<file path="src/rtl/ctrl_pkg.sv">
// ctrl_pkg: shared definitions for the control sequencer.
//   - FSM state encodings (visible on fsm_state)
//   - ALU op_code values for the double-operand group (MOV..AND)
//   - jump condition codes taken from instr[12:10]
//   - source/destination addressing-mode codes
//   - needs_ext(): number of extension words a double-operand word requires
package ctrl_pkg;

  typedef enum logic [2:0] {
    ST_FETCH  = 3'd0,
    ST_DECODE = 3'd1,
    ST_EXT    = 3'd2,
    ST_EXEC   = 3'd3,
    ST_WB     = 3'd4
  } state_t;

  // ALU select = instruction opcode (4..F) minus 4
  localparam int OP_MOV  = 0;
  localparam int OP_ADD  = 1;
  localparam int OP_ADDC = 2;
  localparam int OP_SUBC = 3;
  localparam int OP_SUB  = 4;
  localparam int OP_CMP  = 5;
  localparam int OP_DADD = 6;
  localparam int OP_BIT  = 7;
  localparam int OP_BIC  = 8;
  localparam int OP_BIS  = 9;
  localparam int OP_XOR  = 10;
  localparam int OP_AND  = 11;

  localparam logic [2:0] JC_JNE = 3'd0;
  localparam logic [2:0] JC_JEQ = 3'd1;
  localparam logic [2:0] JC_JNC = 3'd2;
  localparam logic [2:0] JC_JC  = 3'd3;
  localparam logic [2:0] JC_JN  = 3'd4;
  localparam logic [2:0] JC_JGE = 3'd5;
  localparam logic [2:0] JC_JL  = 3'd6;
  localparam logic [2:0] JC_JMP = 3'd7;

  localparam logic [1:0] AS_REG = 2'b00;  // Rn
  localparam logic [1:0] AS_IDX = 2'b01;  // x(Rn), symbolic, absolute
  localparam logic [1:0] AS_IND = 2'b10;  // @Rn
  localparam logic [1:0] AS_INC = 2'b11;  // @Rn+, #imm when Rn = PC
  localparam logic       AD_REG = 1'b0;
  localparam logic       AD_IDX = 1'b1;

  // Source word for indexed modes or immediate (@PC+), destination word
  // for any indexed destination.
  function automatic logic [1:0] needs_ext(input logic [1:0] as_m,
                                           input logic       ad_m,
                                           input logic [3:0] src);
    logic s_need;
    s_need = (as_m == AS_IDX) || ((as_m == AS_INC) && (src == 4'd0));
    return {1'b0, s_need} + {1'b0, (ad_m == AD_IDX)};
  endfunction

endpackage

</file>
<file path="src/rtl/jump_cond_eval.sv">
// jump_cond_eval: combinational evaluation of a conditional jump.
//   cond    in  3  condition code instr[12:10]
//   flag_*  in  1  ALU status flags Z, C, N, V
//   take    out 1  jump is taken
module jump_cond_eval
  import ctrl_pkg::*;
(
  input  logic [2:0] cond,
  input  logic       flag_z,
  input  logic       flag_c,
  input  logic       flag_n,
  input  logic       flag_v,
  output logic       take
);

  always_comb begin
    take = 1'b0;
    case (cond)
      JC_JNE:  take = !flag_z;
      JC_JEQ:  take = flag_z;
      JC_JNC:  take = !flag_c;
      JC_JC:   take = flag_c;
      JC_JN:   take = flag_n;
      JC_JGE:  take = !(flag_n ^ flag_v);
      JC_JL:   take = flag_n ^ flag_v;
      JC_JMP:  take = 1'b1;
      default: take = 1'b0;
    endcase
  end

endmodule

</file>
<file path="src/rtl/ctrl_unit_seq.sv">
// ctrl_unit_seq: instruction fetch/decode/sequence controller.
// Fetches instruction and extension words over a valid/ready handshake,
// decodes double-operand ops and conditional jumps, and drives PC,
// register-bank and ALU controls.
//   clk, rst           clock, asynchronous active-high reset
//   instr_valid/_data  incoming instruction or extension word
//   flag_z/c/n/v       ALU flags, sampled while decoding a jump
//   instr_ready        word accepted this cycle (FETCH / EXT)
//   pc_inc, en_pc_2    PC+2 load pulse / +2 mux select
//   branch_en, pc_offset  taken-jump pulse and raw offset
//   src_reg, dst_reg, wr_reg, wr_en  register-bank controls
//   op_code, byte_op   ALU select and byte/word bit
//   ext_word, ext_sel  last extension word, 0 = source / 1 = destination
//   illegal            unsupported opcode pulse
//   fetch_timeout      watchdog flag, sticky until next handshake
//   fsm_state          current state encoding
module ctrl_unit_seq
  import ctrl_pkg::*;
#(
  parameter int IW      = 16,
  parameter int RAW     = 4,
  parameter int OPW     = 5,
  parameter int OFFW    = 10,
  parameter int TIMEOUT = 255
) (
  input  logic            clk,
  input  logic            rst,
  input  logic            instr_valid,
  input  logic [IW-1:0]   instr_data,
  input  logic            flag_z,
  input  logic            flag_c,
  input  logic            flag_n,
  input  logic            flag_v,
  output logic            instr_ready,
  output logic            pc_inc,
  output logic            en_pc_2,
  output logic            branch_en,
  output logic [OFFW-1:0] pc_offset,
  output logic [RAW-1:0]  src_reg,
  output logic [RAW-1:0]  dst_reg,
  output logic [RAW-1:0]  wr_reg,
  output logic            wr_en,
  output logic [OPW-1:0]  op_code,
  output logic            byte_op,
  output logic [IW-1:0]   ext_word,
  output logic            ext_sel,
  output logic            illegal,
  output logic            fetch_timeout,
  output logic [2:0]      fsm_state
);

  localparam int WDW = (TIMEOUT > 0) ? $clog2(TIMEOUT + 1) : 1;
  localparam logic [WDW-1:0] WD_LIM = WDW'(TIMEOUT);

  state_t          r_state;
  state_t          w_next;
  logic [IW-1:0]   r_instr;
  logic [IW-1:0]   r_ext_word;
  logic [1:0]      r_ext_cnt;
  logic            r_ext_sel;
  logic            r_pc_inc;
  logic [WDW-1:0]  r_wd_cnt;
  logic            r_timeout;

  logic            w_ready;
  logic            w_hs;
  logic            w_take;
  logic            w_is_single;
  logic            w_is_jump;
  logic            w_is_dbl;
  logic            w_no_wb;
  logic [1:0]      w_need;
  logic [OPW-1:0]  w_op;
  logic [WDW-1:0]  w_wd_inc;

  assign w_ready     = !rst && ((r_state == ST_FETCH) || (r_state == ST_EXT));
  assign w_hs        = w_ready && instr_valid;

  // Decode works purely from the latched word, never from instr_data
  assign w_is_single = (r_instr[15:13] == 3'b000);
  assign w_is_jump   = (r_instr[15:13] == 3'b001);
  assign w_is_dbl    = (r_instr[15:14] != 2'b00);
  assign w_op        = OPW'(r_instr[15:12] - 4'd4);
  assign w_need      = needs_ext(r_instr[5:4], r_instr[7], r_instr[11:8]);
  assign w_no_wb     = (w_op == OPW'(OP_CMP)) || (w_op == OPW'(OP_BIT));
  assign w_wd_inc    = r_wd_cnt + 1'b1;

  jump_cond_eval u_jump_cond (
    .cond   (r_instr[12:10]),
    .flag_z (flag_z),
    .flag_c (flag_c),
    .flag_n (flag_n),
    .flag_v (flag_v),
    .take   (w_take)
  );

  // State register
  always_ff @(posedge clk or posedge rst) begin
    if (rst) r_state <= ST_FETCH;
    else     r_state <= w_next;
  end

  // Next-state logic
  always_comb begin
    w_next = r_state;
    case (r_state)
      ST_FETCH:  if (w_hs) w_next = ST_DECODE;
      ST_DECODE: begin
        if (w_is_single)    w_next = ST_FETCH;
        else if (w_is_jump) w_next = w_take ? ST_EXEC : ST_FETCH;
        else                w_next = (w_need != 2'd0) ? ST_EXT : ST_EXEC;
      end
      // Leave on the handshake that consumes the last outstanding word
      ST_EXT:    if (w_hs && (r_ext_cnt == 2'd1)) w_next = ST_EXEC;
      ST_EXEC:   w_next = w_is_jump ? ST_FETCH : ST_WB;
      ST_WB:     w_next = ST_FETCH;
      default:   w_next = ST_FETCH;
    endcase
  end

  // Latched instruction, extension words, PC pulse and watchdog
  always_ff @(posedge clk or posedge rst) begin
    if (rst) begin
      r_instr    <= '0;
      r_ext_word <= '0;
      r_ext_cnt  <= 2'd0;
      r_ext_sel  <= 1'b0;
      r_pc_inc   <= 1'b0;
      r_wd_cnt   <= '0;
      r_timeout  <= 1'b0;
    end else begin
      r_pc_inc <= w_hs;
      if ((r_state == ST_FETCH) && w_hs) r_instr <= instr_data;
      if (r_state == ST_DECODE) r_ext_cnt <= w_need;
      if ((r_state == ST_EXT) && w_hs) begin
        r_ext_word <= instr_data;
        // Source word always comes first, so only the final word of an
        // indexed-destination instruction is a destination word.
        r_ext_sel  <= (r_ext_cnt == 2'd1) && r_instr[7];
        r_ext_cnt  <= r_ext_cnt - 2'd1;
      end
      if (w_hs) begin
        r_wd_cnt  <= '0;
        r_timeout <= 1'b0;
      end else if (w_ready && (TIMEOUT != 0)) begin
        if (r_wd_cnt != WD_LIM) r_wd_cnt <= w_wd_inc;
        if (w_wd_inc == WD_LIM) r_timeout <= 1'b1;
      end
    end
  end

  // Output decode
  always_comb begin
    instr_ready = w_ready;
    en_pc_2     = 1'b0;
    branch_en   = 1'b0;
    pc_offset   = '0;
    wr_en       = 1'b0;
    wr_reg      = '0;
    illegal     = 1'b0;
    case (r_state)
      ST_FETCH:  en_pc_2 = !rst;
      ST_DECODE: illegal = w_is_single;
      // Only taken jumps reach EXEC
      ST_EXEC: if (w_is_jump) begin
        branch_en = 1'b1;
        pc_offset = r_instr[OFFW-1:0];
      end
      ST_WB: begin
        wr_reg = RAW'(r_instr[3:0]);
        wr_en  = !w_no_wb;
      end
      default: ;
    endcase
  end

  assign pc_inc        = r_pc_inc;
  assign op_code       = w_is_dbl ? w_op : '0;
  assign src_reg       = w_is_dbl ? RAW'(r_instr[11:8]) : '0;
  assign dst_reg       = w_is_dbl ? RAW'(r_instr[3:0]) : '0;
  assign byte_op       = w_is_dbl && r_instr[6];
  assign ext_word      = r_ext_word;
  assign ext_sel       = r_ext_sel;
  assign fetch_timeout = r_timeout;
  assign fsm_state     = r_state;

endmodule

</file>
<file path="config.mk">
export PLATFORM = sky130hd
export DESIGN_NAME = ctrl_unit_seq
export DESIGN_NICKNAME = d
export VERILOG_FILES = /design/src/rtl/ctrl_pkg.sv /design/src/rtl/jump_cond_eval.sv /design/src/rtl/ctrl_unit_seq.sv
export SDC_FILE = /design/constraint.sdc
export NUM_CORES = 1
export LEC_CHECK = 0
export CAP_MARGIN = 20
export CORE_UTILIZATION = 47
export DETAILED_ROUTE_END_ITERATION = 10
export PLACE_DENSITY = 0.81
export SYNTH_ARGS = -nofsm -noshare
export SYNTH_HDL_FRONTEND = slang
export SYNTH_SLANG_ARGS = --single-unit
</file>
<file path="constraint.sdc">
create_clock -name clk -period 1.95 [get_ports clk]
set_input_delay 0.2925 -clock clk [delete_from_list [all_inputs] [get_ports clk]]
set_output_delay 0.2925 -clock clk [all_outputs]
set_load 0.01 [all_outputs]
</file>
; Yosys cells after proc, flatten, opt, wreduce, memory -nomap -nowiden
; Index checks and enable logic that the tools add are counted.
[totals]
regBits = 48
inputBits = 23
output_inout_bits = 55
word_cells = 91
[classes]
add_sub_neg = 4
n_eq_ne = 21
muxes = 28
n_bitwise = 1
n_reduce_logical = 29
[op_table]
columns = cell, count
row1 = 8-bit 2-to-1 mux, 3
row2 = 10-bit 2-to-1 mux, 2
row3 = "3-bit == test, second input constant", 5
row4 = "3-bit by 2-bit == test with 1-bit output, second input constant", 4
row5 = 4-bit 2-to-1 mux, 3
row6 = 3-bit one-hot mux with 4 select lines, 1
row7 = 2-bit nonzero test, 6
row8 = "5-bit by 3-bit == test with 1-bit output, second input constant", 2
row9 = 2-bit 2-to-1 mux, 5
row10 = "3-bit by 1-bit == test with 1-bit output, second input constant", 3
row11 = 3-bit zero test, 3
row12 = 1-bit 2-to-1 mux, 9
row13 = 3-bit 2-to-1 mux, 3
row14 = "8-bit by 1-bit adder with 8-bit output, second input constant", 1
row15 = "8-bit == test, second input constant", 1
row16 = 1-bit logical AND, 8
row17 = "8-bit != test, second input constant", 1
row18 = 1-bit one-hot mux with 8 select lines, 1
row19 = 2-bit AND reduction, 3
row20 = 1-bit zero test, 5
row21 = 5-bit 2-to-1 mux, 1
row22 = "4-bit by 3-bit subtractor with 5-bit output, second input constant", 1
row23 = "2-bit by 1-bit == test with 1-bit output, second input constant", 2
row24 = 4-bit zero test, 1
row25 = other kinds (7), 9

; Longest topological paths before layout
; Gate-level depths: netlist of the first run.
[logic_depth]
depth_word = 9
ltp_mapped = 8
mapped_depth_nobuf = 6

; Cells and area by module
; A second synthesis of the first run with hierarchy kept.
[hier_totals]
cells_unflattened = 225
hier_area_um2 = 2586.2
[modules_own_cells]
columns = module, instances, cells_per_inst, area_per_inst_um2, seq_area_each_um2
row1 = ctrl_unit_seq, 1, 219, 2514.9, 1201.2
row2 = jump_cond_eval, 1, 6, 71.3, 0.0

; Least setup slack after synthesis of the first run
; No wires, ideal clock.
[synth_timing]
kind = input -> register
startpoint = input port rst
endpoint = register r_instr[0]
setup_time_ns = 0.125
arrival_ns = 2.492
t_required_ns = 1.825
path_slack_ns = -0.667
cell_stages = 5
n_path_buf = 1
cell_sequence = inv_1 > nand3_1 > nor2_2 > buf_4 > mux2_2
[synth_via]
elab_chain_cells = 4
[synth_lines]
columns = item, line_no
row1 = from (decl), ctrl_unit_seq.sv:27  ; input logic rst,
row2 = 1-bit zero test, ctrl_unit_seq.sv:76  ; assign w_ready = !rst && ((r_state == ST_FETCH) || (r_state == ST_EXT));
row3 = 1-bit logical AND, ctrl_unit_seq.sv:76
row4 = 1-bit logical AND, ctrl_unit_seq.sv:77  ; assign w_hs = w_ready && instr_valid;
row5 = 1-bit logical AND, ctrl_unit_seq.sv:133  ; if ((r_state == ST_FETCH) && w_hs) r_instr <= instr_data;
row6 = to (signal assigned), ctrl_unit_seq.sv:133
row7 = to (decl), ctrl_unit_seq.sv:57  ; logic [IW-1:0] r_instr;
; Every way passes these cells.
; A chain may end at the register's enable or synchronous reset.

; Worst setup path in the final report of the first run
[layout_timing]
startpoint = register r_instr[14]
endpoint = output port src_reg[1]
[layout_via]
elab_chain_cells = 2
[layout_lines]
columns = item, line_no
row1 = 2-bit nonzero test, ctrl_unit_seq.sv:82  ; assign w_is_dbl = (r_instr[15:14] != 2'b00);
row2 = 4-bit 2-to-1 mux, ctrl_unit_seq.sv:179  ; assign src_reg = w_is_dbl ? RAW'(r_instr[11:8]) : '0;
row3 = to (decl), ctrl_unit_seq.sv:39  ; output logic [RAW-1:0] src_reg,
; Every way passes these cells.

==> impl_metrics.toml, run 1 <==
[critical_path]
crit_arrival_ns = 1.60
path_max_fanout = 5
cp-start-kind = "register"
reg2reg_depth = 6
end_kind = "primary output"
crit_required_ns = 1.66
r2r_end = "r_wd_cnt[6]"
r2r_slack_ns = 0.11
r2r_start = "fsm_state[2]"
worstSetupPathType = "register to primary output"

[logic_synthesis]
syn_nets = 261
synth.largest_area_cell = "dfrtp_1"
synth-seq-cells = 48
post-synth-top-area-fraction_pct = 47.3
synth_cell_types = 53
synth_cells = 233
synth_ff_type = "dfrtp_1"
synth_area_um2 = 2540
postSynthAreaPerCell_um2 = 10.9
synth_area_leaders = "dfrtp_1 47%, mux2_2 15%, and2_1 6.7%"
async_flop_share_pct = 100
yosysMostFrequentCell = "dfrtp_1"
synth_edf_count = 0
synthTopCellsByCount = "48 x dfrtp_1, 34 x mux2_2, 27 x and2_1"
yosysSeqAreaShare_pct = 47.3
synth_warnings = 0

[finish]
drive_gt1_share_pct = 29.4
syn_to_final_growth_pct = 44.1
final_core_util_pct = 71.2
diodes = 0
num-nets-final = 360

[global_route]
grt_use_total_pct = 24.2
antenna_found_initial = 0
overflow = 0
grt_max_degree = 49
grt_pass1_vias = 2068
grt_pass1_wl_um = 9990

[drt]
viasPerCell = 5.27
routed_wl_um = 6460
post_drt_wl_per_cell_um = 16.0
dr_wl_met2_um = 3250
wl_met1_um = 2750
drc = 0
drt_iter0_markers = 125
first_pass_iters = 4
vias = 2122
dr_wl_met3_um = 336
antenna_left = 0
dr.max_layer_used = "met4"

[power_and_ir_drop]
peakVddDrop_v = 0.000806
p_total_uw = 5180
cellPowerDensity_nw_per_um2 = 1420
p_leak_uw = 0.00169

[sta]
fin_ws_ns = 0.0552
hold_ws_ns = 0.516
rsz0062_at_grt = "yes"
clock.fmax_ghz = 0.528
finalSetupTns_ns = 0
setup_viol = 0
hold_viol_final = 0
layout_min_cycle_time_ns = 1.89
clock-skew-final_ns = 0.00691
final.period_utilization_pct = 97.2
worst_pin_slew_ns = 0.625
slew_viol_final = 0
slew_headroom_pct = 58.1

[clocking]
cts_num_sinks = 48
cts_root_buf = "clkbuf_8"
clk_pin_slew_ns = 0.09
cts_tree = "yes"
insertion_delay_ns = 0.30
ctsLongestPathBuffers = 2
numCtsBuffers = 5
htree_levels = 2

[floorplan]
core_region_area_um2 = 5140
start_util_pct = 49.4
die_h_um = 75.5
io_pins = 78
die_width_um = 75.5
dieArea_um2 = 5700
rows = 26

[job]
drv_cap = 0

[worst_hold_path]
hp-class = "register to register"
hold_end = "ext_sel"
hold_depth = 2
hp-start = "ext_sel"

[run_status]
outcome = "completed"

[place]
place_congestion = 0.817
dpl_worst_slack_ns = -0.00246
io_buffer_count = 76
dp_hpwl_um = 4670
-- critical path, stage by stage (launching register included) --
cell           delay, ns
dfrtp_1             0.43
or2_4               0.29
buf_4               0.15
and2_1              0.15
dlygate4sd2_1       0.28
-- how the worst max path moves through the flow --
stage | startpoint | endpoint | depth (start not counted)
after floorplan | rst | ext_word[10] | 6
after global placement | instr_valid | r_wd_cnt[6] | 5
after detailed placement | instr_valid | r_wd_cnt[6] | 5
after CTS | fsm_state[1] | illegal | 3
after global routing | r_wd_cnt[0] | r_wd_cnt[7] | 5
final | r_instr[14] | src_reg[1] | 4
-- kinds of logic after synthesis --
kind of cell	share of synthesized area, %
flops	47.3
other cells	0.148
compound gates	11.0
buf+inv	3.90
xor+xnor	1.38
mux	15.1
simple gates	18.7
fa+ha+maj	2.47
-- report_power, final --
part,total [uW],leakage [uW],internal [uW],switching [uW]
Combinational,2770,0.00105,1610,1160
Clock,620,0.0000445,289,331
Sequential,1800,0.000593,1420,374
-- layer usage --
| layer | vias to the layer above | global-route usage (%) |
|---|---|---|
| met2 | 63 | 39.5 |
| met3 | 11 | 7.01 |
| met5 | - | 0 |
| li1 | 1016 | - |
| met1 | 1032 | 29.9 |
| met4 | 0 | 10.7 |
-- final cells by class --
class / instances / area, um2
sequential: 48 / 1200
clock inverter: 1 / 7.51
clock buffer: 7 / 86.3
tap: 70 / 87.6
multi-input combinational: 166 / 1330
inverter: 8 / 33.8
fill: 399 / 1480
timing repair buffer: 103 / 913
-- cells in the final DEF, fill, tap and decap left out, types with 4 or more instances in the layout --
master,synthesis,final
clkdlybuf4s50_1,0,45
buf_4,2,23
o21ai_0,10,10
mux2_2,34,20
dfrtp_1,48,48
mux2_4,0,14
inv_1,7,6
nor2_1,10,8
ha_1,5,5
nand2b_1,4,4
and2_1,27,26
buf_2,4,6
dlygate4sd2_1,0,16
nand2_1,14,13
clkbuf_8,0,6
clkbuf_2,0,7
a21oi_1,4,4
-- metrics by stage --
step | instances | area, um2
after floorplan | 233 | 2620
after global placement | 386 | 3540
after detailed placement | 386 | 3540
after CTS | 401 | 3660
after global routing | 403 | 3660
final | 403 | 3660
-- what timing repair did --
item,CTS,global route
setup endpoints to repair,30,26
buffers inserted,6,3
hold buffers,0,0
gates cloned,1,0
gates resized for setup,54,22
pin swaps,3,5
-- registers in the layout, indices dropped and copies added (netlist names) --
signal	count
ext_sel	1
ext_word	16
fetch_timeout	1
fsm_state	3
pc_inc	1
r_ext_cnt	2
r_instr	16
r_wd_cnt	8
Power figures use the tool's default switching activity.
==> run 2: changes to the inputs <==
--- a/config.mk
+++ b/config.mk
@@ -8,7 +8,7 @@
 export CAP_MARGIN = 20
 export CORE_UTILIZATION = 47
 export DETAILED_ROUTE_END_ITERATION = 10
-export PLACE_DENSITY = 0.81
+export PLACE_DENSITY_LB_ADDON = 0.1
 export SYNTH_ARGS = -nofsm -noshare
 export SYNTH_HDL_FRONTEND = slang
 export SYNTH_SLANG_ARGS = --single-unit
==> constraint.sdc (replaced) <==
create_clock -name clk -period 1.95 [get_ports clk]
set_input_delay 0.195 -clock clk [delete_from_list [all_inputs] [get_ports clk]]
set_output_delay 0.195 -clock clk [all_outputs]
set_load 0.01 [all_outputs]
==> run 2 against run 1 <==
Net effect: sequential power about the same; final cell count decreased by 0.99%; clock power increased by 13%.
==> impl_metrics.toml, run 2 (synthesized netlist as in run 1, its figures left out) <==
[place]
io_buffer_count = 76
postPlaceCellArea_um2 = 3430
place_congestion = 0.798
dp_hpwl_um = 4160

[finish]
diodes = 0
final_common_cell = "clkdlybuf4s50_1"
syn_to_final_growth_pct = 44.1
drive_gt1_share_pct = 25.5
regArea_um2 = 1200
n_fill_cell = 420
design_area_um2 = 3660
multi_input_area_um2 = 1270
final_cell_mix = "47 x clkdlybuf4s50_1, 45 x dfrtp_1, 34 x mux2_2"
num-nets-final = 356

[job]
drv_cap = 0

[clocking]
cts_tree = "yes"
cts_hold_buf = 0
clk_pin_slew_ns = 0.08
htree_levels = 2
insertion_delay_ns = 0.29
numCtsBuffers = 5
cts_num_sinks = 48
ctsLongestPathBuffers = 2
cts_root_buf = "clkbuf_8"

[floorplan]
die_h_um = 75.5
core_region_area_um2 = 5140
start_util_pct = 49.4
rows = 26
dieArea_um2 = 5700
die_width_um = 75.5
io_pins = 78

[drt]
viasPerCell = 5.20
drc = 0
wl_met1_um = 2680
post_drt_wl_per_cell_um = 15.2
first_pass_iters = 4
dr_wl_met2_um = 3000
drt_iter0_markers = 81
dr.max_layer_used = "met4"
routed_wl_um = 6050
antenna_left = 0
dr_wl_met3_um = 310
vias = 2074

[critical_path]
end_kind = "primary output"
r2r_start = "fsm_state[2]"
worstSetupPathType = "register to primary output"
startpoint = "fsm_state[2]"
reg2reg_depth = 5
r2r_end = "r_wd_cnt[6]"
crit_arrival_ns = 1.69
cp-endpoint = "pc_offset[4]"
r2r_slack_ns = 0.17
crit_required_ns = 1.75
cp-start-kind = "register"
path_max_fanout = 6

[worst_hold_path]
hp-class = "register to register"

[global_route]
grt_pass1_vias = 1929
grt_pass1_wl_um = 9110
grt_use_total_pct = 21.3
antenna_found_initial = 0
grt_max_degree = 49
overflow = 0

[power_and_ir_drop]
seq_power_share_pct = 35.0
p_clk_share_pct = 13.6
peakVddDrop_v = 0.000807
swShare_pct = 34.6
cellPowerDensity_nw_per_um2 = 1400
p_int_uw = 3350
p_leak_uw = 0.00176
p_total_uw = 5120
switching_power_uw = 1770
p_comb_share_pct = 51.4

[sta]
final.period_utilization_pct = 96.6
slew_headroom_pct = 59.3
hold_viol_final = 0
rsz0062_at_grt = "no"
worst_pin_slew_ns = 0.610
slew_viol_final = 0
setup_viol = 0
clock-skew-final_ns = 0.00464
hold_ws_ns = 0.500
layout_min_cycle_time_ns = 1.88
finalSetupTns_ns = 0
clock.fmax_ghz = 0.531

[run_status]
outcome = "completed"
-- run 2: cell count changes in the layout (fill, tap and decap cells not counted), sizes merged, moves of 2 or more --
| cell | change |
|---|---|
| clkdlybuf4s50 | +2 |
| dlymetal6s2s | +13 |
| buf | -10 |
| dlygate4sd2 | -2 |
| clkbuf | -8 |
-- run 2: area by class of cell --
class | count | share of cell area (%)
Clock buffer | 6 | 1.98
Clock inverter | 2 | 0.958
Inverter | 8 | 0.924
Multi-Input combinational cell | 167 | 34.8
Sequential cell | 48 | 33.0
Tap cell | 70 | 2.40
Timing Repair Buffer | 98 | 25.9
-- run 2: worst min-delay path by stage --
stage,start,slack (ns),cells past startpoint,end
floorplan,rst,0.23,1,ext_sel
global placement,ext_sel,0.47,2,ext_sel
detailed placement,ext_sel,0.49,2,ext_sel
CTS,ext_sel,0.51,2,ext_sel
global route,ext_sel,0.52,2,ext_sel
finish,ext_sel,0.50,2,ext_sel
-- run 2: critical path, cell delays in order, from the launching register on --
cell and delay, ns:
dfrtp_1 0.43, nand3b_1 0.24, nor2_2 0.16, buf_4 0.16, and2_1 0.12, dlygate4sd2_1 0.28
-- run 2: metrics by stage --
step	utilization, %	worst slack, ns	cells
floorplan	-	-0.00390	233
global placement	66.7	0.0639	380
detailed placement	66.7	0.0644	380
CTS	69.2	0.00233	390
global route	71.1	0.00622	399
finish	71.1	0.0669	399
-- run 2: repair_timing --
item,CTS,global route
gates resized for setup,22,21
cloned,0,2
pin swaps,0,2
endpoints found under the setup margin,30,20
setup buffers,2,7
endpoints found under the hold margin,0,0
-- run 2: layer usage --
metal / track usage (%) / up-vias
li1: - / 1010
met1: 27.1 / 1013
met2: 36.0 / 46
met3: 5.16 / 5
met4: 6.79 / 0
met5: 0 / -
-- run 2: power groups by stage --
stage	Sequential, uW	Clock (uW)	Combinational (uW)
floorplan	1790	0	1280
global placement	1780	0	2480
detailed placement	1790	0	2510
CTS	1780	721	2560
global route	1860	760	2840
finish	1790	699	2630
